## src/rtl/hack_pkg.sv

```systemverilog
// Shared definitions for the Hack CPU controller: controller states, IR field positions, word width.
// The TRAP state only exists when HACK_CPU_TRAP_EN is defined.
package hack_pkg;

  localparam int WORD_W = 16;

  localparam int OP_BIT = 15;
  localparam int A_BIT  = 12;
  localparam int C_MSB  = 11;
  localparam int C_LSB  = 6;
  localparam int D_A    = 5;
  localparam int D_D    = 4;
  localparam int D_M    = 3;
  localparam int J_LT   = 2;
  localparam int J_EQ   = 1;
  localparam int J_GT   = 0;

  typedef enum logic [2:0] {
    ST_BOOT,
    ST_FETCH,
    ST_DECODE,
    ST_MREAD,
    ST_EXEC,
    ST_MWRITE
`ifdef HACK_CPU_TRAP_EN
    , ST_TRAP
`endif
  } state_t;

endpackage

```

## src/rtl/hack_jump_unit.sv

```systemverilog
// Combinational Hack jump condition: lt/eq/gt bits qualified by the ALU zero and negative flags.
module hack_jump_unit
  import hack_pkg::*;
(
  input  logic [2:0] i_jbits,
  input  logic       i_zr,
  input  logic       i_ng,
  output logic       o_take_jump
);

  assign o_take_jump = (i_jbits[J_LT] & i_ng) |
                       (i_jbits[J_EQ] & i_zr) |
                       (i_jbits[J_GT] & ~i_zr & ~i_ng);

endmodule

```

## src/rtl/hack_cpu_ctrl.sv

```systemverilog
// Multi-cycle Hack CPU controller owning A, D and PC; sequences fetch, data memory and ALU use.
// Define HACK_CPU_TRAP_EN to halt in TRAP on C-instructions whose IR[14:13] is not 2'b11.
module hack_cpu_ctrl
  import hack_pkg::*;
#(
  parameter logic [WORD_W-1:0] RESET_PC = 16'h0000
)
(
  input  logic              i_clk,
  input  logic              i_rst_n,
  output logic [WORD_W-1:0] o_imem_addr,
  output logic              o_imem_req,
  input  logic              i_imem_valid,
  input  logic [WORD_W-1:0] i_imem_data,
  output logic [WORD_W-1:0] o_dmem_addr,
  output logic              o_dmem_rd,
  output logic              o_dmem_wr,
  output logic [WORD_W-1:0] o_dmem_wdata,
  input  logic [WORD_W-1:0] i_dmem_rdata,
  input  logic              i_dmem_ack,
  output logic [WORD_W-1:0] o_alu_x,
  output logic [WORD_W-1:0] o_alu_y,
  output logic              o_alu_zx,
  output logic              o_alu_nx,
  output logic              o_alu_zy,
  output logic              o_alu_ny,
  output logic              o_alu_f,
  output logic              o_alu_no,
  input  logic [WORD_W-1:0] i_alu_out,
  input  logic              i_alu_zr,
  input  logic              i_alu_ng,
  output logic              o_trap
);

  state_t            r_state;
  logic [WORD_W-1:0] r_a, r_d, r_pc, r_ir, r_maddr, r_mreg, r_wdata;
  logic              r_imem_req, r_dmem_rd, r_dmem_wr;
  logic              w_take_jump, w_is_exec, w_sel_m;

  assign w_sel_m   = r_ir[A_BIT];
  assign w_is_exec = (r_state == ST_EXEC);

  hack_jump_unit u_jump (
    .i_jbits     (r_ir[J_LT:J_GT]),
    .i_zr        (i_alu_zr),
    .i_ng        (i_alu_ng),
    .o_take_jump (w_take_jump)
  );

`ifdef HACK_CPU_TRAP_EN
  logic r_trap;
  assign o_trap = r_trap;
`else
  assign o_trap = 1'b0;
`endif

  always_ff @(posedge i_clk or negedge i_rst_n) begin
    if (!i_rst_n) begin
      r_state    <= ST_BOOT;
      r_a        <= '0;
      r_d        <= '0;
      r_pc       <= RESET_PC;
      r_ir       <= '0;
      r_maddr    <= '0;
      r_mreg     <= '0;
      r_wdata    <= '0;
      r_imem_req <= 1'b0;
      r_dmem_rd  <= 1'b0;
      r_dmem_wr  <= 1'b0;
`ifdef HACK_CPU_TRAP_EN
      r_trap     <= 1'b0;
`endif
    end else begin
      case (r_state)
        ST_BOOT: begin
          r_state    <= ST_FETCH;
          r_imem_req <= 1'b1;
        end
        ST_FETCH: begin
          if (i_imem_valid) begin
            r_ir       <= i_imem_data;
            r_maddr    <= r_a;
            r_imem_req <= 1'b0;
            r_state    <= ST_DECODE;
          end
        end
        ST_DECODE: begin
          if (!r_ir[OP_BIT]) begin
            r_a        <= {1'b0, r_ir[OP_BIT-1:0]};
            r_pc       <= r_pc + WORD_W'(1);
            r_imem_req <= 1'b1;
            r_state    <= ST_FETCH;
          end
`ifdef HACK_CPU_TRAP_EN
          else if (r_ir[14:13] != 2'b11) begin
            r_trap  <= 1'b1;
            r_state <= ST_TRAP;
          end
`endif
          else if (w_sel_m) begin
            r_dmem_rd <= 1'b1;
            r_state   <= ST_MREAD;
          end else begin
            r_state <= ST_EXEC;
          end
        end
        ST_MREAD: begin
          if (i_dmem_ack) begin
            r_mreg    <= i_dmem_rdata;
            r_dmem_rd <= 1'b0;
            r_state   <= ST_EXEC;
          end
        end
        // Jump target is the A value from before this instruction's own A update.
        ST_EXEC: begin
          if (r_ir[D_A]) r_a <= i_alu_out;
          if (r_ir[D_D]) r_d <= i_alu_out;
          r_pc    <= w_take_jump ? r_a : r_pc + WORD_W'(1);
          r_wdata <= i_alu_out;
          if (r_ir[D_M]) begin
            r_dmem_wr <= 1'b1;
            r_state   <= ST_MWRITE;
          end else begin
            r_imem_req <= 1'b1;
            r_state    <= ST_FETCH;
          end
        end
        ST_MWRITE: begin
          if (i_dmem_ack) begin
            r_dmem_wr  <= 1'b0;
            r_imem_req <= 1'b1;
            r_state    <= ST_FETCH;
          end
        end
        default: r_state <= r_state;
      endcase
    end
  end

  assign o_imem_addr  = r_pc;
  assign o_imem_req   = r_imem_req;
  assign o_dmem_addr  = r_maddr;
  assign o_dmem_rd    = r_dmem_rd;
  assign o_dmem_wr    = r_dmem_wr;
  assign o_dmem_wdata = r_wdata;

  assign o_alu_x = w_is_exec ? r_d : '0;
  assign o_alu_y = w_is_exec ? (w_sel_m ? r_mreg : r_a) : '0;
  assign {o_alu_zx, o_alu_nx, o_alu_zy, o_alu_ny, o_alu_f, o_alu_no} =
    w_is_exec ? r_ir[C_MSB:C_LSB] : 6'b0;

endmodule

```

## config.mk

```make
export PLATFORM = sky130hd
export DESIGN_NAME = hack_cpu_ctrl
export DESIGN_NICKNAME = d
export VERILOG_FILES = /design/src/rtl/hack_pkg.sv /design/src/rtl/hack_jump_unit.sv /design/src/rtl/hack_cpu_ctrl.sv
export SDC_FILE = /design/constraint.sdc
export NUM_CORES = 1
export LEC_CHECK = 0
export ABC_AREA = 1
export CAP_MARGIN = 25
export CORE_MARGIN = 3
export CORE_UTILIZATION = 40
export CTS_CLUSTER_SIZE = 12
export DETAILED_ROUTE_END_ITERATION = 12
export DONT_BUFFER_PORTS = 1
export GPL_TIMING_DRIVEN = 0
export SLEW_MARGIN = 25
export SYNTH_ARGS = -nofsm -noshare
export SYNTH_HDL_FRONTEND = slang
export SYNTH_SLANG_ARGS = --single-unit
```

## constraint.sdc

```tcl
create_clock -name i_clk -period 1.55 [get_ports i_clk]
set_input_delay 0.31 -clock i_clk [delete_from_list [all_inputs] [get_ports i_clk]]
set_output_delay 0.31 -clock i_clk [all_outputs]
set_load 0.1 [all_outputs]
```

=== Word level (Yosys, flattened, before mapping) ===
Index checks and enable logic that the tools add are counted.

* Input bits: 54
* Output and inout port bits: 90
* Register bits after elaboration: 118

* Muxes and demuxes: 28
* Eq/ne operators: 14
* Add/subtract/negate cells: 1
* Reductions and logical operators: 15
* Bitwise operators: 8

{| class="wikitable"
|+ Operators with widths
! operator !! count
|-
| $mux W16 || 7
|-
| $pmux W16 S2 || 2
|-
| $mux W3 || 6
|-
| $ne A2 B2 Y1 const B || 9
|-
| $pmux W3 S6 || 1
|-
| $add A16 B1 Y16 const B || 1
|-
| $mux W1 || 8
|-
| $reduce_and A2 Y1 || 4
|-
| $reduce_and A4 Y1 || 2
|-
| $eq A3 B2 Y1 const B || 2
|-
| $eq A3 B3 Y1 const B || 2
|-
| $mux W6 || 1
|-
| $reduce_and A3 Y1 || 2
|-
| $reduce_bool A2 Y1 || 3
|-
| $reduce_bool A6 Y1 || 1
|-
| $pmux W1 S5 || 1
|-
| $reduce_and A5 Y1 || 1
|-
| $reduce_bool A5 Y1 || 1
|-
| $and A1 B1 Y1 || 4
|-
| $pmux W1 S2 || 2
|-
| $eq A3 B1 Y1 const B || 1
|-
| $logic_not A3 Y1 || 1
|-
| $not A1 Y1 || 2
|-
| $or A1 B1 Y1 || 2
|}

=== Longest topological paths before layout ===
Gate-level depths: netlist of the first run.

* Word-level depth: 6
* Gate-level depth with buffers: 10
* Gate-level depth less buffers: 9

=== Modules after synthesis ===
From an unflattened synthesis of the first run, not the netlist that was laid out.

* Cell total of the unflattened synthesis: 711
* Area total of the unflattened synthesis: 5661.7 um2

{| class="wikitable"
|+ Modules (own cells, without submodules)
! module !! seq. area each (um2) !! cells each !! times used !! area each (um2)
|-
| hack_cpu_ctrl || 2952.8 || 704 || 1 || 5631.7
|-
| hack_jump_unit || 0.0 || 7 || 1 || 30.0
|}

=== Worst setup path before layout of the first run ===
OpenSTA, ideal clock, no wires.

* Path type: flip-flop to output port
* Start point: register r_state[1]
* End point: output o_alu_y[10]
* Path slack: -1529 ps
* Arrival time: 2769 ps
* Data required time: 1240 ps
* Stages on the path, launching flop included: 7
* Path through: dfrtp_1 -> buf_2 -> nor3_4 -> inv_2 -> clkbuf_1 -> clkbuf_1 -> a21oi_1

* Longest elaborated chain between the ends: 2

{| class="wikitable"
|+ RTL lines
! element !! RTL line !! RTL
|-
| from (decl) || hack_cpu_ctrl.sv:35 || <nowiki>state_t r_state;</nowiki>
|-
| from (signal assigned) || hack_cpu_ctrl.sv:135 || <nowiki>default: r_state <= r_state;</nowiki>
|-
| $eq A3 B3 Y1 || hack_cpu_ctrl.sv:41 || <nowiki>assign w_is_exec = (r_state == ST_EXEC);</nowiki>
|-
| $mux W16 || hack_cpu_ctrl.sv:148 || <nowiki>assign o_alu_y = w_is_exec ? (w_sel_m ? r_mreg : r_a) : '0;</nowiki>
|-
| to (decl) || hack_cpu_ctrl.sv:22 || <nowiki>output logic [WORD_W-1:0] o_alu_y,</nowiki>
|}

No other way between the ends.

=== Worst setup path after layout of the first run ===
* Start point: register r_state[1]
* End point: output o_alu_y[13]

Same word-level chain as after synthesis.

==> summary.txt, run 1 <==
Hold path
  – Hold Path Class: in2async

Yosys
  – FF+latch count, synth: 118
  – Library cells used by synthesis: 29
  – Syn Area/Cell: 7.784 µm²
  – Synth area leaders: dfrtp_1 (53%), nand2_1 (19%), nand3_1 (4.3%)
  – Synth top area share: 53.06%
  – Synth Instances: 715
  – Sequential share of the synthesized area: 53.06%
  – Mapped Area: 5565 µm²
  – Area leader, netlist: dfrtp_1
  – Yosys warns: 0
  – Syn Nets: 770

STA
  – Fmax: 0.4131 GHz
  – Final setup viols: 108
  – Hold slack final: -0.4081 ns
  – Hold Violations, Final: 118
  – RSZ-0062 raised after global routing: yes
  – Slew HR: 50.45%
  – Fin. max-slew vios: 0
  – Final clock skew: 0.008081 ns
  – Tcrit/Tclk final: 156.2%
  – Worst-Margin Slew: 0.7416 ns
  – Tmin final: 2.421 ns
  – Worst setup margin: -0.8708 ns

Clocking
  – Num CTS Buffers: 17
  – Clk sink count: 118
  – CTS tree: done
  – Clk_lat worst skew: 0.42 ns
  – Hold Buf Count CTS: 9
  – Reg clk slew, reported paths: 0.05 ns
  – Root Driver: clkbuf_16
  – H-tree depth: 4
  – CTS Buffer Depth: 2

Floorplanning
  – Initial Utilization: 41.53%
  – Row count: 42
  – Die H: 124.0 µm
  – Die ar.: 15360 µm²
  – Num ports: 144
  – Core Box Area: 13400 µm²
  – Die W: 124.0 µm

Placement
  – GPL Wtd Cong: 0.8393
  – Port Buffers: 0
  – HPWL Detailed: 12260 µm
  – Setup WS pre-CTS: -0.7822 ns

Final layout
  – N_diodes: 0
  – Fillcell total: 1128
  – Nets: 848
  – Commonest non-fill, non-tap cell in the layout: nand2_1
  – Commonest non-fill, non-tap cells in the layout: nand2_1 (247), dfrtp_1 (64), inv_1 (55), dfrtp_2 (40), nand3_1 (33)
  – Share of layout cells above drive strength 1: 38.59%
  – Area delta synth->final: 46.90%

Critical path
  – CP startpoint kind: flip-flop
  – Crit Path Max Fanout: 8
  – Crit path kind: reg2out
  – CP Capture Type: output port
  – Worst EP required: 1.24 ns
  – Crit path arrival time: 2.11 ns

Drt
  – DRT Pass-1 Iters: 5
  – Final ANT Viol Nets: 0
  – Via count: 5201
  – Via density: 5.296
  – DRT iter0 DRCs: 370
  – Final wirelength: 18320 µm
  – DRC Markers: 0
  – Post-DR wirelength/cell: 18.66 µm

Global routing
  – Vias in the first global route: 5182
  – Largest net degree at the start of global routing: 119
  – Global-route wire length before repair: 27560 µm
  – All-Layer GR Usage: 23.66%
  – Global route overflow: 0
  – Initial antenna violation count: 0

Outcome
  – Status: complete, but fails checks
  – Failing checks: negative hold slack, negative setup slack

Job
  – Max cap viols: 0
## area by class of cell
class,count,area (µm²),area share [%]
buffer,30,389.1,4.760
clock buffer,22,464.2,5.678
clock inverter,10,127.6,1.561
inverter,65,257.7,3.153
multi-input combinational,499,2985,36.52
sequential,118,3055,37.37
tap,176,220.2,2.694
timing repair buffer,62,675.6,8.264
## stage by stage
stage	hold slack, ns	cell area, µm²	TNS [ns]	std cells	util (%)
after CTS	-0.4294	7516	-33.82	955	56.09
final	-0.4081	8175	-49.37	982	61.01
after floorplan	0.01441	6028	-17.72	715	-
after global placement	0.01849	6248	-47.62	891	46.63
after global routing	-0.4293	8175	-56.84	982	61.01
after detailed placement	0.01845	6248	-50.53	891	46.63
## cells by family (layout without fill, tap and decap cells)
kind of cell,after synthesis,after routing,share of synthesized area [%]
AOI/OAI and AO/OA,82,82,7.532
DFF,118,118,53.06
xor gates and xnor gates,3,3,0.4722
adders and majority gates,1,1,0.2248
and+or+nand+nor,397,397,28.66
buffers and inverters,98,189,6.947
other,1,1,0.06738
muxes,15,15,3.035
## final timing paths
path	start	end	slack [ns]	cells after the start
max reg2reg	r_state[2]	r_a[10]	-0.39	15
max	r_state[1]	o_alu_y[13]	-0.87	5
min in group i_clk	i_imem_data[4]	r_ir[4]	0	2
max in group asynchronous	i_rst_n	o_imem_addr[11]	1.77	0
min	i_rst_n	r_mreg[11]	-0.41	0
min reg2reg	r_mreg[14]	r_mreg[14]	0.48	2
## state kept, by name, summed over array words and instances, names as in the netlist
name	cells
o_imem_addr	16
r_ir	16
r_d	16
o_imem_req	1
o_dmem_wdata	16
r_a	16
r_state	3
o_dmem_wr	1
r_mreg	16
o_dmem_rd	1
o_dmem_addr	16
## cells in the mapped netlist, drive strengths merged
master  instances
dfrtp         118
nor2           51
o21ai          58
inv            65
buf            14
nand3b          3
ha              1
xor2            1
conb            1
a21oi          19
nand4           5
nor3            2
mux2           15
o22ai           1
nand2         288
nand3          48
o21a            1
o211ai          1
xnor2           2
clkbuf         19
a31oi           2
## layer usage
layer	vias up	wire length (µm)	global-route usage, %
li1	2413	-	-
met4	0	371	7.255
met2	254	8617	37.41
met3	34	2009	9.219
met1	2500	7323	30.08
met5	-	0	0
## timing repair
action / 4_1_cts / 5_1_grt
pin swaps: 22 / 22
setup endpoints to repair: 186 / 125
buffers inserted: 24 / 27
gates resized for setup: 137 / 155
hold endpoints to repair: 127 / 118
gates cloned: 6 / 4
## worst max-delay path, stage by stage, from the launching register on
cell	delay, ns
dfrtp_2	0.43
nor3_4	0.24
inv_2	0.10
clkbuf_16	0.17
clkbuf_16	0.17
a21oi_4	0.58
Power of run 1 is not shown: default switching activity piles up to over one toggle a cycle in this logic, so the estimate is an artifact.
==> run 2: changes to the inputs <==
--- a/config.mk
+++ b/config.mk
@@ -12,7 +12,7 @@
 export CTS_CLUSTER_SIZE = 12
 export DETAILED_ROUTE_END_ITERATION = 12
 export DONT_BUFFER_PORTS = 1
-export GPL_TIMING_DRIVEN = 0
+export REMOVE_ABC_BUFFERS = 1
 export SLEW_MARGIN = 25
 export SYNTH_ARGS = -nofsm -noshare
 export SYNTH_HDL_FRONTEND = slang
==> run 2 against run 1 <==
Against the previous run:
- the run still ends with negative hold slack, negative setup slack left
- sequential cell count unchanged
- sequential share of layout area down 2.8 points
- die area unchanged
- register-to-register slack better by 0.15 ns
- non-clock buffer count up 54
- clock skew about the same
- global-route usage down 0.15 points
- worst hold slack worse by 0.0087 ns
- final area up 4.6%
- largest cell class unchanged
==> summary.txt, run 2 (same netlist as run 1, synthesis figures left out) <==
STA
  – Final clock skew: 0.008097 ns (was 0.008081 ns)
  – RSZ-0062 raised after global routing: yes (unchanged)
  – Tmin final: 2.056 ns (was 2.421 ns)
  – Slew HR: 64.71% (was 50.45%)
  – Tcrit/Tclk final: 132.6% (was 156.2%)
  – Final setup viols: 112 (was 108)
  – Hold slack final: -0.4168 ns (was -0.4081 ns)
  – Fin. max-slew vios: 0 (unchanged)
  – Worst-Margin Slew: 0.5294 ns (was 0.7416 ns)
  – Worst setup margin: -0.5059 ns (was -0.8708 ns)
  – Fmax: 0.4864 GHz (was 0.4131 GHz)
  – Hold Violations, Final: 118 (unchanged)

Drt
  – Final wirelength: 18380 µm (was 18320 µm)
  – Final ANT Viol Nets: 0 (unchanged)
  – Via density: 5.140 (was 5.296)
  – Post-DR wirelength/cell: 17.74 µm (was 18.66 µm)
  – Via count: 5325 (was 5201)
  – DRC Markers: 0 (unchanged)
  – DRT iter0 DRCs: 318 (was 370)
  – DRT Pass-1 Iters: 6 (was 5)

Clocking
  – CTS Buffer Depth: 2 (unchanged)
  – Num CTS Buffers: 17 (unchanged)
  – Clk sink count: 118 (unchanged)
  – Reg clk slew, reported paths: 0.05 ns (about the same)
  – Clk_lat worst skew: 0.42 ns (about the same)
  – Root Driver: clkbuf_16 (unchanged)
  – CTS tree: done (unchanged)
  – Hold Buf Count CTS: 11 (was 9)
  – H-tree depth: 4 (unchanged)

Outcome
  – Status: complete, but fails checks (unchanged)
  – Failing checks: negative hold slack, negative setup slack (unchanged)

Final layout
  – Area delta synth->final: 53.66% (was 46.90%)
  – Share of layout cells above drive strength 1: 28.14% (was 38.59%)
  – Fillcell total: 1069 (was 1128)
  – Commonest non-fill, non-tap cell in the layout: nand2_1 (unchanged)
  – FF/Latch Area: 2959 µm² (was 3055 µm²)
  – N_diodes: 0 (unchanged)
  – Multi-input logic area: 2620 µm² (was 2985 µm²)
  – Fin util: 63.82% (was 61.01%)
  – Nets: 902 (was 848)
  – Commonest non-fill, non-tap cells in the layout: nand2_1 (282), dfrtp_1 (113), buf_4 (65), inv_1 (58), nand3_1 (48) (was nand2_1 (247), dfrtp_1 (64), inv_1 (55), dfrtp_2 (40), nand3_1 (33))
  – Non-Filler Instances: 1036 (was 982)

Floorplanning
  – Initial Utilization: 41.53% (unchanged)
  – Die ar.: 15360 µm² (unchanged)
  – Die H: 124.0 µm (unchanged)
  – Row count: 42 (unchanged)
  – Core Box Area: 13400 µm² (unchanged)
  – Num ports: 144 (unchanged)
  – Die W: 124.0 µm (unchanged)

Critical path
  – Reg-to-reg startpoint: r_state[1] (was r_state[2])
  – Crit path kind: reg2out (unchanged)
  – FF-to-FF path depth: 10 (was 15)
  – CP startpoint kind: flip-flop (unchanged)
  – CP Capture Type: output port (unchanged)
  – Worst setup path startpoint: r_state[1] (unchanged)
  – Worst EP required: 1.24 ns (about the same)
  – Crit Path Max Fanout: 23 (was 8)
  – Crit path arrival time: 1.75 ns (was 2.11 ns)

Placement
  – Setup WS pre-CTS: -0.1057 ns (was -0.7822 ns)
  – Placed insts: 979 (was 891)
  – HPWL Detailed: 12020 µm (was 12260 µm)
  – GPL Wtd Cong: 0.8190 (was 0.8393)
  – Port Buffers: 0 (unchanged)

Global routing
  – Global route overflow: 0 (unchanged)
  – Initial antenna violation count: 0 (unchanged)
  – All-Layer GR Usage: 23.51% (was 23.66%)
  – Global-route wire length before repair: 27280 µm (was 27560 µm)
  – Vias in the first global route: 5242 (was 5182)
  – Largest net degree at the start of global routing: 119 (unchanged)

Job
  – Max cap viols: 0 (unchanged)

Hold path
  – Hold Path Class: in2async (unchanged)
[run 2: what timing repair did]
item	in CTS	in global routing
pin swaps	1	4
hold endpoints to repair	129	118
setup endpoints to repair	94	147
resized for setup	41	65
cloned	0	11
setup buffers	0	4
[run 2: worst paths after layout]
check	endpoint	slack, ns
setup / recovery	o_alu_y[15]	-0.51
hold / removal	o_dmem_wr	-0.42
setup reg to reg	r_a[3]	-0.24
hold reg to reg	r_mreg[2]	0.47
max in group asynchronous	o_dmem_addr[0]	1.74
min in group i_clk	r_ir[1]	0.01
[run 2: through the flow]
step | TNS, ns | instance area, µm²
2_1_floorplan | -164.42 | 5423
3_3_place_gp | -0.3808 | 7229
3_5_place_dp | -2.535 | 7229
4_1_cts | -19.53 | 8115
5_1_grt | -33.16 | 8552
6_report | -24.87 | 8552
[run 2: critical path: stages (launching register included)]
cell and delay, ns:
dfrtp_1 0.41, nor3_4 0.25, inv_4 0.09, buf_12 0.18
a21oi_2 0.18, buf_12 0.20
[run 2: cell type report]
cell class	count	share of cell area [%]
inverter	65	2.970
sequential	118	34.60
clock inverter	13	1.522
tap	176	2.575
clock buffer	19	5.296
multi-input combinational	499	30.64
timing repair buffer	146	22.40
[run 2: layer usage]
layer	track usage, %	routed length [µm]	part of all wire (%)	up-vias
met5	0	0	0	-
met3	6.131	1327	7.2	24
met4	8.487	336	1.8	0
li1	-	-	-	2505
met2	38.36	9228	50	195
met1	30.30	7484	41	2601
Power of run 2 is left out for the same reason.
==> run 3: changes to the inputs <==
--- a/config.mk
+++ b/config.mk
@@ -6,6 +6,7 @@
 export NUM_CORES = 1
 export LEC_CHECK = 0
 export ABC_AREA = 1
+export ABC_CLOCK_PERIOD_IN_PS = 2000
 export CAP_MARGIN = 25
 export CORE_MARGIN = 3
 export CORE_UTILIZATION = 40
==> constraint.sdc (replaced) <==
create_clock -name i_clk -period 2 [get_ports i_clk]
set_input_delay 0.4 -clock i_clk [delete_from_list [all_inputs] [get_ports i_clk]]
set_output_delay 0.4 -clock i_clk [all_outputs]
set_load 0.1 [all_outputs]
==> run 3 against run 2 <==
Against the previous run:
- the flow still finishes with violations (negative hold slack, negative setup slack)
- count of clock-buffer cells in the layout increased by 7
- core utilization decreased by 4.8 points
- wire length decreased by 5.1%
- worst hold slack improved by 0.098 ns
- global-route usage increased by 0.16 points
- critical path type unchanged
- largest cell class unchanged
- highest routed layer unchanged
==> summary.txt, run 3 (same netlist as run 1, synthesis figures left out) <==
STA
  – Worst setup margin: -0.2165 ns (was -0.5059 ns)
  – Final clock skew: 0.006977 ns (was 0.008097 ns)
  – Tmin final: 2.217 ns
  – Hold slack final: -0.3193 ns (was -0.4168 ns)
  – Fin. max-slew vios: 0 (unchanged)
  – Hold Violations, Final: 118 (unchanged)
  – Setup_tns: -7.241 ns (was -24.87 ns)
  – Final setup viols: 39 (was 112)
  – Slew HR: 52.91% (was 64.71%)
  – Fmax: 0.4512 GHz
  – Tcrit/Tclk final: 110.8%
  – RSZ-0062 raised after global routing: yes (unchanged)
  – Worst-Margin Slew: 0.7056 ns (was 0.5294 ns)

Clocking
  – Reg clk slew, reported paths: 0.05 ns (about the same)
  – H-tree depth: 4 (unchanged)
  – Clk sink count: 118 (unchanged)
  – Num CTS Buffers: 17 (unchanged)
  – Root Driver: clkbuf_16 (unchanged)
  – CTS Buffer Depth: 2 (unchanged)
  – CTS tree: done (unchanged)
  – Clk_lat worst skew: 0.41 ns (was 0.42 ns)

Critical path
  – Reg-to-reg startpoint: r_state[1] (unchanged)
  – Crit Path Max Fanout: 15 (was 23)
  – FF-to-FF path depth: 10 (unchanged)
  – Reg2Reg Capture Point: r_a[9] (was r_a[3])
  – End of the critical path: o_alu_y[14] (was o_alu_y[15])
  – CP Capture Type: output port (unchanged)
  – CP startpoint kind: flip-flop (unchanged)
  – Worst setup path startpoint: r_state[1] (unchanged)
  – Worst EP required: 1.60 ns (was 1.24 ns)
  – Crit path kind: reg2out (unchanged)
  – FF-to-FF setup slack: -0.03 ns (was -0.24 ns)
  – Crit path arrival time: 1.82 ns (was 1.75 ns)

Final layout
  – Commonest non-fill, non-tap cells in the layout: nand2_1 (287), dfrtp_1 (116), buf_4 (67), inv_1 (62), nand3_1 (48) (was nand2_1 (282), dfrtp_1 (113), buf_4 (65), inv_1 (58), nand3_1 (48))
  – N_diodes: 0 (unchanged)
  – FF/Latch Area: 2955 µm² (was 2959 µm²)
  – Commonest non-fill, non-tap cell in the layout: nand2_1 (unchanged)
  – Share of layout cells above drive strength 1: 23.54% (was 28.14%)
  – Nets: 868 (was 902)
  – Multi-input logic area: 2506 µm² (was 2620 µm²)
  – Non-Filler Instances: 1000 (was 1036)
  – Area delta synth->final: 42.02% (was 53.66%)
  – Fillcell total: 1175 (was 1069)

Drt
  – Final ANT Viol Nets: 0 (unchanged)
  – DRT Pass-1 Iters: 5 (was 6)
  – Final wirelength: 17450 µm (was 18380 µm)
  – Via density: 5.130 (was 5.140)
  – DRT iter0 DRCs: 443 (was 318)
  – DRC Markers: 0 (unchanged)
  – Via count: 5130 (was 5325)
  – Post-DR wirelength/cell: 17.45 µm (was 17.74 µm)

Hold path
  – Hold Path Class: in2async (unchanged)

Floorplanning
  – Row count: 42 (unchanged)
  – Num ports: 144 (unchanged)
  – Die H: 124.0 µm (unchanged)
  – Core Box Area: 13400 µm² (unchanged)
  – Die W: 124.0 µm (unchanged)
  – Die ar.: 15360 µm² (unchanged)
  – Initial Utilization: 41.53% (unchanged)

Global routing
  – All-Layer GR Usage: 23.67% (was 23.51%)
  – Initial antenna violation count: 0 (unchanged)
  – Largest net degree at the start of global routing: 119 (unchanged)
  – Global route overflow: 0 (unchanged)
  – Vias in the first global route: 5220 (was 5242)
  – Global-route wire length before repair: 27460 µm (was 27280 µm)

Placement
  – HPWL Detailed: 11180 µm (was 12020 µm)
  – GPL Wtd Cong: 0.8409 (was 0.8190)
  – Port Buffers: 0 (unchanged)
  – Placed insts: 960 (was 979)

Job
  – Max cap viols: 0 (unchanged)

Outcome
  – Status: complete, but fails checks (unchanged)
  – Failing checks: negative hold slack, negative setup slack (unchanged)
run 3: changes by cell type in the layout (fill, tap and decap cells not counted), sizes merged:
| cell | delta |
|---|---|
| clkinv | -3 |
| bufbuf | +1 |
| bufinv | -2 |
| dlygate4sd3 | -11 |
| buf | -16 |
| clkbuf | -1 |
| inv | -1 |
| clkinvlp | -3 |
run 3: worst max-delay path: stages, from the launching register on:
cell	delay, ns
dfrtp_2	0.47
nor3_4	0.23
inv_4	0.15
buf_16	0.20
a21oi_4	0.15
buf_12	0.19
run 3: worst min path at each step:
| stage | depth (start not counted) | slack (ns) | endpoint |
|---|---|---|---|
| after global routing | 0 | -0.34 | o_imem_req |
| after global placement | 0 | 0.11 | o_dmem_rd |
| after floorplan | 0 | 0.10 | o_dmem_addr[0] |
| final | 0 | -0.32 | o_dmem_wr |
| after detailed placement | 0 | 0.11 | o_imem_req |
| after CTS | 0 | -0.33 | o_imem_req |
run 3: timing repair:
action,in CTS,in global routing
gates cloned,4,0
buffers inserted,6,0
hold endpoints to repair,118,118
resized for setup,34,3
endpoints found under the setup margin,49,70
pin swaps,1,0
run 3: layer usage:
metal / GRT usage, % / share of wire [%] / vias up
li1: - / - / 2444
met1: 31.01 / 43 / 2473
met2: 37.45 / 48 / 184
met3: 6.812 / 7.3 / 29
met4: 8.830 / 2.1 / 0
met5: 0 / 0 / -
run 3: layout make-up:
| cell class | count | area share, % |
|---|---|---|
| well taps | 176 | 2.786 |
| flip-flops and latches | 118 | 37.39 |
| multi-input cells | 499 | 31.71 |
| inverters | 65 | 3.119 |
| clock inverters | 4 | 0.2533 |
| repair buffers | 112 | 18.30 |
| clock buffers | 26 | 6.443 |
run 3: through the flow:
step | utilization, % | setup WS [ns] | cell area [µm²]
after floorplan | - | -1.876 | 5423
after global placement | 52.42 | 0.09486 | 7024
after detailed placement | 52.42 | -0.03133 | 7024
after CTS | 58.89 | -0.1863 | 7891
after global routing | 58.98 | -0.2800 | 7904
final | 58.98 | -0.2165 | 7904
Power of run 3 is left out for the same reason.
